`src/rtl/apb_arb_pkg.sv`:
```
// Shared types and default sizing for the two-requester APB master arbiter.
package apb_arb_pkg;

  localparam int DEF_ADDR_WIDTH = 8;
  localparam int DEF_DATA_WIDTH = 16;
  localparam int DEF_TIMEOUT    = 16;
  localparam int CNT_WIDTH      = 8;

  typedef enum logic [1:0] {
    ST_IDLE   = 2'd0,
    ST_SETUP  = 2'd1,
    ST_ACCESS = 2'd2
  } state_t;

  typedef logic req_id_t;

endpackage

```
`src/rtl/apb_rr_arbiter.sv`:
```
// Two-way round-robin grant; the pointer only moves when a grant is actually taken.
module apb_rr_arbiter
  import apb_arb_pkg::*;
(
  input  logic       APB_pclk,
  input  logic       APB_presetn,
  input  logic       arb_en,
  input  logic [1:0] req_valid,
  output logic [1:0] grant,
  output req_id_t    grant_id
);

  // last_q holds the most recently granted requester; reset value 1 favours requester 0
  req_id_t last_q;
  req_id_t last_d;

  always_comb begin
    grant    = 2'b00;
    grant_id = 1'b0;
    if (arb_en) begin
      case (req_valid)
        2'b01: begin
          grant    = 2'b01;
          grant_id = 1'b0;
        end
        2'b10: begin
          grant    = 2'b10;
          grant_id = 1'b1;
        end
        2'b11: begin
          grant    = last_q ? 2'b01 : 2'b10;
          grant_id = ~last_q;
        end
        default: begin
          grant    = 2'b00;
          grant_id = 1'b0;
        end
      endcase
    end
    last_d = (|grant) ? grant_id : last_q;
  end

  always_ff @(posedge APB_pclk or negedge APB_presetn) begin
    if (!APB_presetn) begin
      last_q <= 1'b1;
    end else begin
      last_q <= last_d;
    end
  end

endmodule

```
`src/rtl/apb_req_arbiter.sv`:
```
// Arbitrates two command requesters onto a single APB master port with
// wait-state handling, slave error reporting and an ACCESS-phase timeout.
module apb_req_arbiter
  import apb_arb_pkg::*;
#(
  parameter int ADDR_WIDTH = DEF_ADDR_WIDTH,
  parameter int DATA_WIDTH = DEF_DATA_WIDTH,
  parameter int TIMEOUT    = DEF_TIMEOUT
) (
  input  logic                  APB_pclk,
  input  logic                  APB_presetn,
  input  logic                  req_valid_0,
  output logic                  req_ready_0,
  input  logic                  req_write_0,
  input  logic [ADDR_WIDTH-1:0] req_addr_0,
  input  logic [DATA_WIDTH-1:0] req_wdata_0,
  output logic                  rsp_valid_0,
  output logic [DATA_WIDTH-1:0] rsp_rdata_0,
  output logic                  rsp_err_0,
  input  logic                  req_valid_1,
  output logic                  req_ready_1,
  input  logic                  req_write_1,
  input  logic [ADDR_WIDTH-1:0] req_addr_1,
  input  logic [DATA_WIDTH-1:0] req_wdata_1,
  output logic                  rsp_valid_1,
  output logic [DATA_WIDTH-1:0] rsp_rdata_1,
  output logic                  rsp_err_1,
  output logic                  pselx,
  output logic                  penable,
  output logic                  pwrite,
  output logic [ADDR_WIDTH-1:0] paddr,
  output logic [DATA_WIDTH-1:0] pwdata,
  input  logic [DATA_WIDTH-1:0] prdata,
  input  logic                  pready,
  input  logic                  pslverr
);

  localparam logic [CNT_WIDTH:0] TIMEOUT_LIM = (CNT_WIDTH+1)'(TIMEOUT);

  state_t                state_q, state_d;
  logic [CNT_WIDTH-1:0]  cnt_q, cnt_d;
  req_id_t               owner_q, owner_d;
  logic                  pwrite_q, pwrite_d;
  logic [ADDR_WIDTH-1:0] paddr_q, paddr_d;
  logic [DATA_WIDTH-1:0] pwdata_q, pwdata_d;
  logic                  pselx_q, pselx_d;
  logic                  penable_q, penable_d;
  logic [1:0]            rsp_valid_q, rsp_valid_d;
  logic                  rsp_err_q, rsp_err_d;
  logic [DATA_WIDTH-1:0] rsp_data_q, rsp_data_d;

  logic                  arb_en;
  logic [1:0]            grant;
  req_id_t               grant_id;

  // Grants are withheld during reset and while a response pulse is on the outputs
  assign arb_en = APB_presetn && (state_q == ST_IDLE) && (rsp_valid_q == 2'b00);

  apb_rr_arbiter u_rr (
    .APB_pclk    (APB_pclk),
    .APB_presetn (APB_presetn),
    .arb_en      (arb_en),
    .req_valid   ({req_valid_1, req_valid_0}),
    .grant       (grant),
    .grant_id    (grant_id)
  );

  always_comb begin
    state_d     = state_q;
    cnt_d       = cnt_q;
    owner_d     = owner_q;
    pwrite_d    = pwrite_q;
    paddr_d     = paddr_q;
    pwdata_d    = pwdata_q;
    rsp_valid_d = 2'b00;
    rsp_err_d   = 1'b0;
    rsp_data_d  = '0;

    case (state_q)
      ST_IDLE: begin
        if (|grant) begin
          owner_d  = grant_id;
          pwrite_d = grant_id ? req_write_1 : req_write_0;
          paddr_d  = grant_id ? req_addr_1  : req_addr_0;
          pwdata_d = grant_id ? req_wdata_1 : req_wdata_0;
          cnt_d    = '0;
          state_d  = ST_SETUP;
        end
      end
      ST_SETUP: begin
        state_d = ST_ACCESS;
      end
      ST_ACCESS: begin
        if (pready) begin
          state_d              = ST_IDLE;
          rsp_valid_d[owner_q] = 1'b1;
          rsp_err_d            = pslverr;
          rsp_data_d           = pwrite_q ? '0 : prdata;
        end else if (({1'b0, cnt_q} + 1'b1) >= TIMEOUT_LIM) begin
          state_d              = ST_IDLE;
          rsp_valid_d[owner_q] = 1'b1;
          rsp_err_d            = 1'b1;
          rsp_data_d           = '0;
        end else begin
          cnt_d = cnt_q + 1'b1;
        end
      end
      default: begin
        state_d = ST_IDLE;
      end
    endcase

    pselx_d   = (state_d != ST_IDLE);
    penable_d = (state_d == ST_ACCESS);
  end

  always_ff @(posedge APB_pclk or negedge APB_presetn) begin
    if (!APB_presetn) begin
      state_q     <= ST_IDLE;
      cnt_q       <= '0;
      owner_q     <= 1'b0;
      pwrite_q    <= 1'b0;
      paddr_q     <= '0;
      pwdata_q    <= '0;
      pselx_q     <= 1'b0;
      penable_q   <= 1'b0;
      rsp_valid_q <= 2'b00;
      rsp_err_q   <= 1'b0;
      rsp_data_q  <= '0;
    end else begin
      state_q     <= state_d;
      cnt_q       <= cnt_d;
      owner_q     <= owner_d;
      pwrite_q    <= pwrite_d;
      paddr_q     <= paddr_d;
      pwdata_q    <= pwdata_d;
      pselx_q     <= pselx_d;
      penable_q   <= penable_d;
      rsp_valid_q <= rsp_valid_d;
      rsp_err_q   <= rsp_err_d;
      rsp_data_q  <= rsp_data_d;
    end
  end

  assign req_ready_0 = grant[0];
  assign req_ready_1 = grant[1];
  assign pselx       = pselx_q;
  assign penable     = penable_q;
  assign pwrite      = pwrite_q;
  assign paddr       = paddr_q;
  assign pwdata      = pwdata_q;
  assign rsp_valid_0 = rsp_valid_q[0];
  assign rsp_valid_1 = rsp_valid_q[1];
  assign rsp_err_0   = rsp_valid_q[0] & rsp_err_q;
  assign rsp_err_1   = rsp_valid_q[1] & rsp_err_q;
  assign rsp_rdata_0 = rsp_valid_q[0] ? rsp_data_q : '0;
  assign rsp_rdata_1 = rsp_valid_q[1] ? rsp_data_q : '0;

endmodule

```
`config.mk`:
```
export PLATFORM = sky130hd
export DESIGN_NAME = apb_req_arbiter
export DESIGN_NICKNAME = d
export VERILOG_FILES = /design/src/rtl/apb_arb_pkg.sv /design/src/rtl/apb_rr_arbiter.sv /design/src/rtl/apb_req_arbiter.sv
export SDC_FILE = /design/constraint.sdc
export NUM_CORES = 1
export LEC_CHECK = 0
export ABC_AREA = 0
export BUFFER_PORTS_ARGS = -buffer_cell sky130_fd_sc_hd__buf_4
export CORE_MARGIN = 4
export CORE_UTILIZATION = 49
export CTS_BUF_LIST = sky130_fd_sc_hd__clkbuf_16
export DETAILED_ROUTE_END_ITERATION = 12
export MAX_ROUTING_LAYER = met4
export PLACE_DENSITY = 0.9
export SLEW_MARGIN = 25
export SYNTH_ARGS = -nofsm -noshare
export SYNTH_HDL_FRONTEND = slang
export SYNTH_SLANG_ARGS = --single-unit
export TNS_END_PERCENT = 10
```
`constraint.sdc`:
```
create_clock -name APB_pclk -period 3.7 [get_ports APB_pclk]
set_input_delay 0.185 -clock APB_pclk [delete_from_list [all_inputs] [get_ports APB_pclk]]
set_output_delay 0.185 -clock APB_pclk [all_outputs]
set_load 0.03 [all_outputs]
```
---- Yosys cells after proc, flatten, opt, wreduce, memory -nomap -nowiden ----
Index checks and enable logic that the tools add are counted.
storage, ports and cells
  output and inout bits ................... 65
  bits of input ports ..................... 72
  flip-flop bits (word level) ............. 58
  logic and storage cells ................. 68
operators by class
  order comparisons ....................... 3
  equality and inequality tests ........... 9
  mux-type cells .......................... 29
  $add $sub $neg .......................... 2
  reduce and logical (&&, ||, !) cells .... 10
  bitwise operators ....................... 3
operator list
  kind                                                   number
  two-way mux 16 bit                                     6
  two-way mux 8 bit                                      4
  two-way mux 2 bit                                      8
  case mux 8 bit (2 select lines)                        1
  case mux 2 bit (3 select lines)                        2
  adder 8 x 1 -> 9 bit, second input constant            1
  >= comparator 9 x 5 -> 1 bit, second input constant    1
  adder 8 x 1 -> 8 bit, second input constant            1
  == test 2 bit, second input constant                   4
  two-way mux 1 bit                                      6
  == test 2 x 1 -> 1 bit, second input constant          2
  logical NOT 2 bit                                      2
  inequality test 2 bit, second input constant           2
  AND reduction 4 bit                                    1
  nonzero test 2 bit                                     2
  logical AND 1 bit                                      3
  AND 1 bit                                              2
  < comparator 1 x 2 -> 1 bit, second input constant     1
  inequality test 2 x 1 -> 1 bit, second input constant  1
  case mux 1 bit (2 select lines)                        1
  AND reduction 2 bit                                    1
  OR reduction 2 bit                                     1
  demux 1 bit (select 1 bit)                             1
  >= comparator 1 bit, second input constant             1
  inverter 1 bit                                         1

---- Depth between registers and ports, before layout ----
  depth after elaboration ................. 8
  gate-level depth with buffers ........... 8
  mapped depth without buffers ............ 7

---- Hierarchy ----
A second synthesis with hierarchy kept.
second synthesis, totals
  cell total of the unflattened synthesis .. 264
  area, all modules ....................... 2721.4 µm²
modules (own cells, without submodules)
  module           sequential area each (µm²)  instances  cells each  area each (µm²)
  apb_req_arbiter  1426.4                      1          255         2653.8
  apb_rr_arbiter   26.3                        1          9           67.6

---- Worst setup path before layout ----
OpenSTA, ideal clock, no wires.
  path kind ............................... register to register
  start ................................... register rsp_valid_q[0]
  end ..................................... register paddr_q[4] (netlist: paddr[4])
  slack ................................... 1.902 ns
  stages on the path, launching flop included .. 8
  data arrival time ....................... 1.661 ns
  setup time .............................. 0.137 ns
  data required time ...................... 3.563 ns
  path buffers ............................ 2
  clock period less this slack ............ 1.798 ns
  cells stage by stage .................... dfrtp_1 > nor4_4 > nand2_1 > a21oi_2 > buf_6 > buf_12 > mux2i_1 > a21oi_1
on the way
  cells in the longest elaborated chain, start to end .. 5
  elaborated cells on any way between the ends .. 7
  those cells by class .................... mux: 3; reduce/logical: 4
ends and longest elaborated chain
  item                                  RTL line                text
  start, declared                       apb_req_arbiter.sv:48   logic [1:0] rsp_valid_q, rsp_valid_d;
  start signal, assigned                apb_req_arbiter.sv:139  rsp_valid_q <= rsp_valid_d;
  logical NOT 2 bit                     apb_req_arbiter.sv:57   assign arb_en = APB_presetn && (state_q == ST_IDLE) && (rsp_valid_q == 2'b00);
  logical AND 1 bit                     apb_req_arbiter.sv:57
  two-way mux 2 bit                     apb_rr_arbiter.sv:20    if (arb_en) begin
  net req_ready_1                       apb_req_arbiter.sv:21   output logic req_ready_1,
  OR reduction 2 bit                    apb_req_arbiter.sv:81   if (|grant) begin
  AND reduction 2 bit (no source line)  -
  end signal, assigned                  apb_req_arbiter.sv:135  paddr_q <= paddr_d;
  end, declared                         apb_req_arbiter.sv:44   logic [ADDR_WIDTH-1:0] paddr_q, paddr_d;
The timed path passes the listed nets, and every way through them passes these cells.
A chain may end at the register's enable or synchronous reset.

---- Worst setup path after layout ----
  start ................................... register rsp_valid_q[0]
  end ..................................... output req_ready_1
on the way
  cells in the longest elaborated chain, start to end .. 3
ends and longest elaborated chain
  item               RTL line
  logical NOT 2 bit  apb_req_arbiter.sv:57
  logical AND 1 bit  apb_req_arbiter.sv:57
  two-way mux 2 bit  apb_rr_arbiter.sv:20
  end, declared      apb_req_arbiter.sv:21
No other way between the ends.

==> results.yml <==
outcome:
  status: "finished, final reports clean"
pwr:
  switchingPower_uw: 1048
  powerDensity_nw_per_um2: 682.3
  power_frac_comb_pct: 39.8
  seqPwrFrac_pct: 35.3
  clockPowerShare_pct: 25.0
  peakVddDrop_uv: 548.3
  intPower_uw: 1692
  sw_frac_of_total_pct: 38.25
  p_leak_uw: 0.002000
floorplan:
  num_rows: 26
  core_um2: 5205
  ioPinCount: 137
  start_util_pct: 51.44
  die_w_um: 81.92
  die_y_um: 81.92
  die_area_um2: 6711
placement:
  dp_hpwl_um: 5048
  globalplace.congestion: 0.8788
  port_buffers: 136
setup_path:
  path_delay_family: "flip-flops"
  cp.required_ps: 3510
  end_kind: "primary output"
  path_cells: "nor4_4 > nand2_1 > a21oi_4 > buf_16 > buf_4"
  cp.arrival_ps: 2230
  crit_path_top_delay_cell: "dfrtp_1"
  cpPeakStageDelay_ps: 560
  worst-path-buf-inv: 2
  worstPathMaxFanout: 19
  critical_path_class: "register to primary output"
  worst_setup_path_start_kind: "register"
grt:
  antenna_found_initial: 0
  grt_pass1_wl_um: 10160
  grt_start_max_net_pins: 59
  grt_pass1_vias: 2267
  overflow: 0
  grt_usage_pct: 21.10
timing:
  whs_ps: 27.07
  maxSlewViolCount: 0
  fin_tns_setup_ps: 0
  setup_viol: 0
  hold_viol: 0
  rsz0062_at_grt: "false"
  finClkSkew_ps: 5.933
  clock.fmax_ghz: 0.4140
  tightest_slew_ps: 726.5
  min_period_ps: 2415
  fin_crit_sh_pct: 65.28
  relSlewSlack_pct: 51.57
clock_network:
  clock_path_buffers: 2
  cts-buffers-inserted: 9
  clkLatencyLatePin_ps: 310
  htree_num_levels: 3
  post_cts_resized: 0
  cts_setup_buffers: 0
  clk_pin_slew_worst_paths_ps: 50
  hold_buffers: 0
  clock-sinks: 58
  cts.root.buffer_cell: "clkbuf_16"
  cts_tree: "done"
routing:
  vias: 2296
  drt_pass1_iterations: 4
  routed_via_density: 4.916
  wl_per_cell_um: 14.29
  wirelength_um: 6674
  ant_nets: 0
  drc: 0
  first_iter_violations: 161
finish:
  antenna_cells: 0
  layout-drive-gt1-share_pct: 39.29
  syn_to_final_growth_pct: 50.00
  num-fill-cells: 370
  nets: 466
  final_cell_mix: "buf_4 (139), dfrtp_1 (57), and2_1 (50), nor2_1 (28)"
  final_common_cell: "buf_4"
logic_synthesis:
  syn_inst: 252
  seq_area_frac_synth_pct: 54.25
  synth_area_um2: 2678
  yosysWarnings: 0
  synth_top_area_share_pct: 53.27
  ys_top_cells_by_area: "dfrtp_1 (53%), and2_1 (12%), mux2i_1 (9.7%)"
  synth_cell_types: 31
  synth.avg_cell_area_um2: 10.63
  synth_area_leader_cell: "dfrtp_1"
  syn-num-nets: 326
  ys_ff_latch: 58
hold_path:
  hp-class: "input pin to asynchronous set/reset pin"
job:
  drv_cap: 0
==> synthesized netlist by cell type <==
library cell	n
a21oi_2	1
ha_1	2
nor4_4	1
a31oi_2	1
a21oi_1	26
nand3_1	5
o21ai_0	9
nor2_1	28
dfstp_2	1
a211oi_1	1
and2_1	50
o21ai_1	1
clkinv_1	1
nor2b_1	5
clkbuf_1	8
nor3b_1	2
buf_12	2
nor3_1	3
nand2b_1	3
inv_1	3
a21o_1	1
and4_1	1
dfrtp_1	57
buf_6	1
mux2i_2	1
or3_1	1
and3_1	2
nand2_1	6
nand4_1	1
a31oi_1	2
mux2i_1	26
==> worst reg2reg max path: cells and delay by family, from the launching register on <==
family,cells,cell delay (ps)
AND/OR/NAND/NOR,2,520
buffers and inverters,1,240
AO/OA/AOI/OAI,2,530
multiplexers,1,240
flip-flops,1,560
==> per-layer routing <==
metal | GRT usage [%] | routed length [um]
met1 | 24.20 | 2535
met2 | 34.09 | 3338
met3 | 5.482 | 672
met4 | 10.80 | 127
met5 | - | 0
==> power groups by stage <==
stage          Sequential [uW]  Clock (uW)  Combinational [uW]
2_1_floorplan             1240           0                 402
3_3_place_gp               966           0                1050
3_5_place_dp               975           0                1090
4_1_cts                    969         697                1090
5_1_grt                    994         728                1180
6_report                   967         684                1090
==> state kept, by name (all words and copies together) (netlist names) <==
signal	cells
cnt_q	8
owner_q	1
paddr	8
penable	1
pselx	1
pwdata	16
pwrite	1
rsp_data_q	16
rsp_err_q	1
rsp_valid_q	2
state_q	2
u_rr.last_q	1
==> final timing paths <==
| path | start | endpoint | slack, ps | cells past startpoint |
|---|---|---|---|---|
| worst max-delay path | rsp_valid_q[0]$_DFF_PN0_ | req_ready_1 | 1280 | 5 |
| worst min-delay path | APB_presetn | state_q[1]$_DFF_PN0_ | 30 | 2 |
| worst max register to register | rsp_valid_q[0]$_DFF_PN0_ | paddr[0]$_DFFE_PN0P_ | 1470 | 6 |
| worst min register to register | owner_q$_DFFE_PN0P_ | rsp_valid_q[0]$_DFF_PN0_ | 480 | 1 |
| max in group asynchronous | APB_presetn | rsp_data_q[15]$_DFF_PN0_ | 3190 | 2 |
| min in group APB_pclk | prdata[9] | rsp_data_q[9]$_DFF_PN0_ | 80 | 2 |
==> logic make-up after synthesis <==
family	count (synthesis)	synth area share, %
compound gates	42	8.551
buf+inv	15	3.598
flops	58	54.25
mux	27	10.23
simple gates	108	22.43
fa+ha+maj	2	0.9344
==> area by class of cell <==
class | count | area (um2) | area share [%]
clock buffer | 9 | 225.2 | 5.607
clock inverter | 7 | 28.78 | 0.7165
inverter | 4 | 15.01 | 0.3738
multi-input combinational | 179 | 1136 | 28.29
sequential | 58 | 1453 | 36.17
tap | 70 | 87.58 | 2.181
timing repair buffer | 140 | 1071 | 26.67
==> metrics by stage <==
| stage | instances | utilization [%] | setup WS, ps | instance area, um2 | total power, uW |
|---|---|---|---|---|---|
| global placement | 450 | 71.75 | 1323 | 3735 | 2017 |
| detailed placement | 450 | 71.75 | 1208 | 3735 | 2062 |
| CTS | 466 | 76.63 | 923.3 | 3989 | 2756 |
| finish | 467 | 77.16 | 1285 | 4016 | 2740 |
| floorplan | 252 | - | 1902 | 2678 | 1640 |
| global route | 467 | 77.16 | 1111 | 4016 | 2899 |
Power figures use the tool's default switching activity.
